## src/rtl/loadenc_seq.sv

```systemverilog
// loadenc_seq: multi-register load sequencer.
// Takes a request mask and issues one register index per accepted cycle on
// loadsel_o, driving the IDLESEL sentinel whenever no load is being issued.
// Build option: define LOADENC_DESC_EN to issue the highest pending index
// first (descending, POP-style); left undefined, the lowest index goes first.
module loadenc_seq #(
  parameter int NREGS   = 32,
  parameter int SELW    = 6,
  parameter int IDLESEL = 32
) (
  input  logic             clk_i,
  input  logic             rst_i,
  input  logic             start_i,
  input  logic [NREGS-1:0] reqmask_i,
  input  logic             ready_i,
  output logic [SELW-1:0]  loadsel_o,
  output logic             loadvalid_o,
  output logic             busy_o,
  output logic             done_o,
  output logic [SELW-1:0]  count_o
);

  typedef enum logic [1:0] {
    IDLE = 2'd0,
    BUSY = 2'd1,
    DONE = 2'd2
  } state_t;

  state_t             state_q, state_d;
  logic [NREGS-1:0]   pending_q, pending_d;
  logic [SELW-1:0]    count_q, count_d;

  logic [SELW-1:0]    selIdx;
  logic [NREGS-1:0]   selOneHot;
  logic [NREGS-1:0]   pendingCleared;

  // Pick the next register to load from the pending set, plus its one-hot mask.
  always_comb begin
    selIdx    = '0;
    selOneHot = '0;
`ifdef LOADENC_DESC_EN
    for (int i = 0; i < NREGS; i++) begin
      if (pending_q[i]) begin
        selIdx    = SELW'(i);
        selOneHot = '0;
        selOneHot[i] = 1'b1;
      end
    end
`else
    for (int i = NREGS - 1; i >= 0; i--) begin
      if (pending_q[i]) begin
        selIdx    = SELW'(i);
        selOneHot = '0;
        selOneHot[i] = 1'b1;
      end
    end
`endif
  end

  assign pendingCleared = pending_q & ~selOneHot;

  // Next-state logic: accept a start in IDLE, retire one index per ready in BUSY.
  always_comb begin
    state_d   = state_q;
    pending_d = pending_q;
    count_d   = count_q;
    case (state_q)
      IDLE: begin
        if (start_i) begin
          count_d = '0;
          if (reqmask_i != '0) begin
            pending_d = reqmask_i;
            state_d   = BUSY;
          end else begin
            state_d   = DONE;
          end
        end
      end
      BUSY: begin
        if (ready_i) begin
          pending_d = pendingCleared;
          count_d   = count_q + SELW'(1);
          if (pendingCleared == '0) begin
            state_d = DONE;
          end
        end
      end
      DONE: begin
        state_d = IDLE;
      end
      default: begin
        state_d   = IDLE;
        pending_d = '0;
      end
    endcase
  end

  // State register; reset discards any sequence in flight.
  always_ff @(posedge clk_i) begin
    if (rst_i) begin
      state_q   <= IDLE;
      pending_q <= '0;
      count_q   <= '0;
    end else begin
      state_q   <= state_d;
      pending_q <= pending_d;
      count_q   <= count_d;
    end
  end

  // Moore outputs decoded from registered state only.
  always_comb begin
    loadsel_o   = SELW'(IDLESEL);
    loadvalid_o = 1'b0;
    busy_o      = 1'b0;
    done_o      = 1'b0;
    case (state_q)
      BUSY: begin
        loadsel_o   = selIdx;
        loadvalid_o = 1'b1;
        busy_o      = 1'b1;
      end
      DONE: begin
        busy_o = 1'b1;
        done_o = 1'b1;
      end
      default: begin
        loadsel_o   = SELW'(IDLESEL);
      end
    endcase
  end

  assign count_o = count_q;

endmodule

```

## config.mk

```make
export PLATFORM = sky130hd
export DESIGN_NAME = loadenc_seq
export DESIGN_NICKNAME = d
export VERILOG_FILES = /design/src/rtl/loadenc_seq.sv
export SDC_FILE = /design/constraint.sdc
export NUM_CORES = 1
export LEC_CHECK = 0
export CORE_MARGIN = 2
export CORE_UTILIZATION = 40
export CTS_BUF_LIST = sky130_fd_sc_hd__clkbuf_8
export DETAILED_ROUTE_END_ITERATION = 16
export GPL_TIMING_DRIVEN = 1
export PLACE_DENSITY = 0.71
export SETUP_SLACK_MARGIN = 0.02
export SLEW_MARGIN = 10
export SYNTH_ARGS = -nofsm -noshare
export SYNTH_HDL_FRONTEND = slang
export SYNTH_SLANG_ARGS = --single-unit
export TNS_END_PERCENT = 20
```

## constraint.sdc

```tcl
create_clock -name clk_i -period 7.1 [get_ports clk_i]
set_input_delay 1.42 -clock clk_i [delete_from_list [all_inputs] [get_ports clk_i]]
set_output_delay 1.42 -clock clk_i [all_outputs]
set_load 0.01 [all_outputs]
```

==> out/qor.txt <==
Residual DRC: 0
Max Transition Viols Final: 0
Area growth, synth to finish: 23.6%
Area leader, netlist: dfxtp_1
Hold_ws: 0.504 ns
Area share of the largest cell type after synthesis: 0.302
Slew @ Worst Pin: 1.02 ns
Yosys warning total: 0
GPL Wtd Cong: 0.867
DR vias/cell: 6.04
Post-synth ARST share: 0
FILL cells: 633
Syn Std Cell Area: 2650 um2
Post-CTS Resized: 0
Hold Crit Class: register to register
Postcts setup bufs: 0
CTS Hold Buffers Added: 0
Final WL: 7600 um
Synth top cells by count: nor2_1, dfxtp_1, nand2_1
Drt first-iter violations: 204
Initial antenna violation count: 0
Die height: 85.5 um
CTS H-tree depth: 2
Port bufs: 50
CTS buffer count: 5
Clock Pin Slew Worst Setup and Hold Paths: 0.07 ns
Synth top area cells: dfxtp_1, nor2_1, o21ai_0
Setup Skew: 0.00722 ns
Number of global-route vias before repair: 2682
Max stage delay on crit path: 0.52 ns
Via count: 2893
Register area share after synthesis: 0.302
Final HPWL DP: 5430 um
Dpl cells: 471
Final Hold Vio Count: 0
Leakage: 0.00118 uW
Cell count of the worst reg-to-reg path: 10
Clk root buf: clkbuf_8
Tot GR Track Use: 0.214
Power consumption: 1510 uW
Critical Path RT: 7.27 ns
Largest net degree at the start of global routing: 39
Post-synth top flop: dfxtp_1
CTS tree: yes
First-pass GRT wire length: 12700 um
Die width: 85.5 um
GRT Residual Overflow: 0
Hold depth: 2
Share of layout cells above drive strength 1: 0.0647
Status: complete, no violations
PD cells: 460 nW/um2
Crit path launch type: input port
Critical path class: input port to register
Arrival @ worst endpoint: 4.26 ns
Yosys reg bits: 40
Final net count: 441
Slew headroom: 0.321
Crit-path cells: clkdlybuf4s50_1, nor4_1, nand4_1, o21ai_0, a211oi_2, buf_4, and2_1, a22oi_1, nor2_1
Synthesized area per cell: 7.19 um2
Max frequency: 244 MHz
Period minus WS final: 4.10 ns
Cell variety after synth: 53
IO Pins: 51
EDFF count, synth: 0
Initial Util: 0.416
Maximum VDD drop: 0.226 mV
Fin crit share: 0.577
Most frequent cell after synthesis: nor2_1
Max Buffers Root-to-Sink: 2
Site row count: 29
Gate Count Post-Synth: 369
TNS Setup: 0 ns
Clk_lat worst skew: 0.29 ns
Antenna Violating Nets Remaining: 0
RSZ-0062 raised after global routing: false
Routed len/inst: 15.9 um
Crit. End Element: register
Dpl ws: 2.75 ns
Inserted Diodes: 0
Core ar.: 6390 um2
Final setup margin: 3.00 ns
Critical Path Fanout Max: 28
Maxcap violations: 0
First-pass DRT Iterations: 5
Slowest cell on crit path: and2_1
CTS sink count: 40
Die area: 7300 um2
Mapped Nets: 409
Final Setup Violations: 0
Final Non-Filler Cells: 479
-- critical path, delay by kind of cell --
family	cells	cell delay, ns
simple gates	4	1.29
compound gates	3	0.84
buf+inv	2	0.69
-- worst paths after layout --
kind                                     end  slack (ns)          start
worst min register to register    state_q[0]        0.50     state_q[0]
worst max register to register  pending_q[7]        3.91     state_q[1]
worst max-delay path            pending_q[7]        3.00  reqmask_i[18]
worst min-delay path              state_q[0]        0.50     state_q[0]
-- registers in the layout, indices dropped and copies added (netlist names) --
register   cells
state_q        2
pending_q     32
count_o        6
-- through the flow --
stage | instance area [um2] | utilization
2_1_floorplan | 2650 | -
3_3_place_gp | 3170 | 0.496
3_5_place_dp | 3170 | 0.496
4_1_cts | 3280 | 0.514
5_1_grt | 3280 | 0.514
6_report | 3280 | 0.514
-- where the power goes --
part / internal [uW] / switching [uW] / total (uW)
clock: 104 / 83.5 / 188
sequential: 288 / 119 / 407
combinational: 375 / 539 / 914
-- cell usage in the layout (no fill, tap or decap), types with 3 or more instances in the layout --
cell | synthesis | final
clkdlybuf4s50_1 | 0 | 50
or2_2 | 3 | 3
ha_1 | 4 | 4
clkbuf_8 | 0 | 5
o31ai_1 | 5 | 5
a21o_1 | 3 | 3
a31oi_1 | 3 | 3
o41ai_1 | 3 | 3
a21oi_1 | 28 | 28
a22oi_1 | 21 | 21
inv_1 | 10 | 10
xor2_1 | 3 | 3
nand2_1 | 38 | 38
nor4_2 | 3 | 3
nor4_1 | 15 | 15
nand4_1 | 6 | 6
dfxtp_1 | 40 | 40
nor3_1 | 9 | 9
buf_4 | 0 | 4
nand2b_1 | 4 | 4
o21ai_0 | 33 | 33
nand3_1 | 9 | 9
and3_1 | 3 | 3
nor2_1 | 57 | 57
-- cells by family (layout without fill, tap and decap cells) --
kind of cell,Yosys count,count (layout),synth area share
AND/OR/NAND/NOR,155,155,0.292
adder cells (fa/ha/maj),6,6,0.0264
buffers and inverters,40,73,0.0599
multiplexers,1,1,0.00377
XOR/XNOR,4,4,0.0132
flip-flops,40,40,0.302
AO/OA/AOI/OAI,123,123,0.303
-- cell type report --
cell class	count	area (um2)	area share
tap	77	96.3	0.0294
clock buffer	5	68.8	0.0210
sequential	40	801	0.244
inverter	11	41.3	0.0126
timing repair buffer	54	531	0.162
clock inverter	3	42.5	0.0130
multi-input combinational	289	1700	0.518
-- layer usage --
metal	global-route usage	share of wire	up-vias
li1	-	-	1422
met2	0.337	0.46	111
met1	0.295	0.45	1349
met4	0.0678	0.014	0
met5	0	0	-
met3	0.0399	0.074	11
No activity file was read; power rests on OpenSTA's default activity.
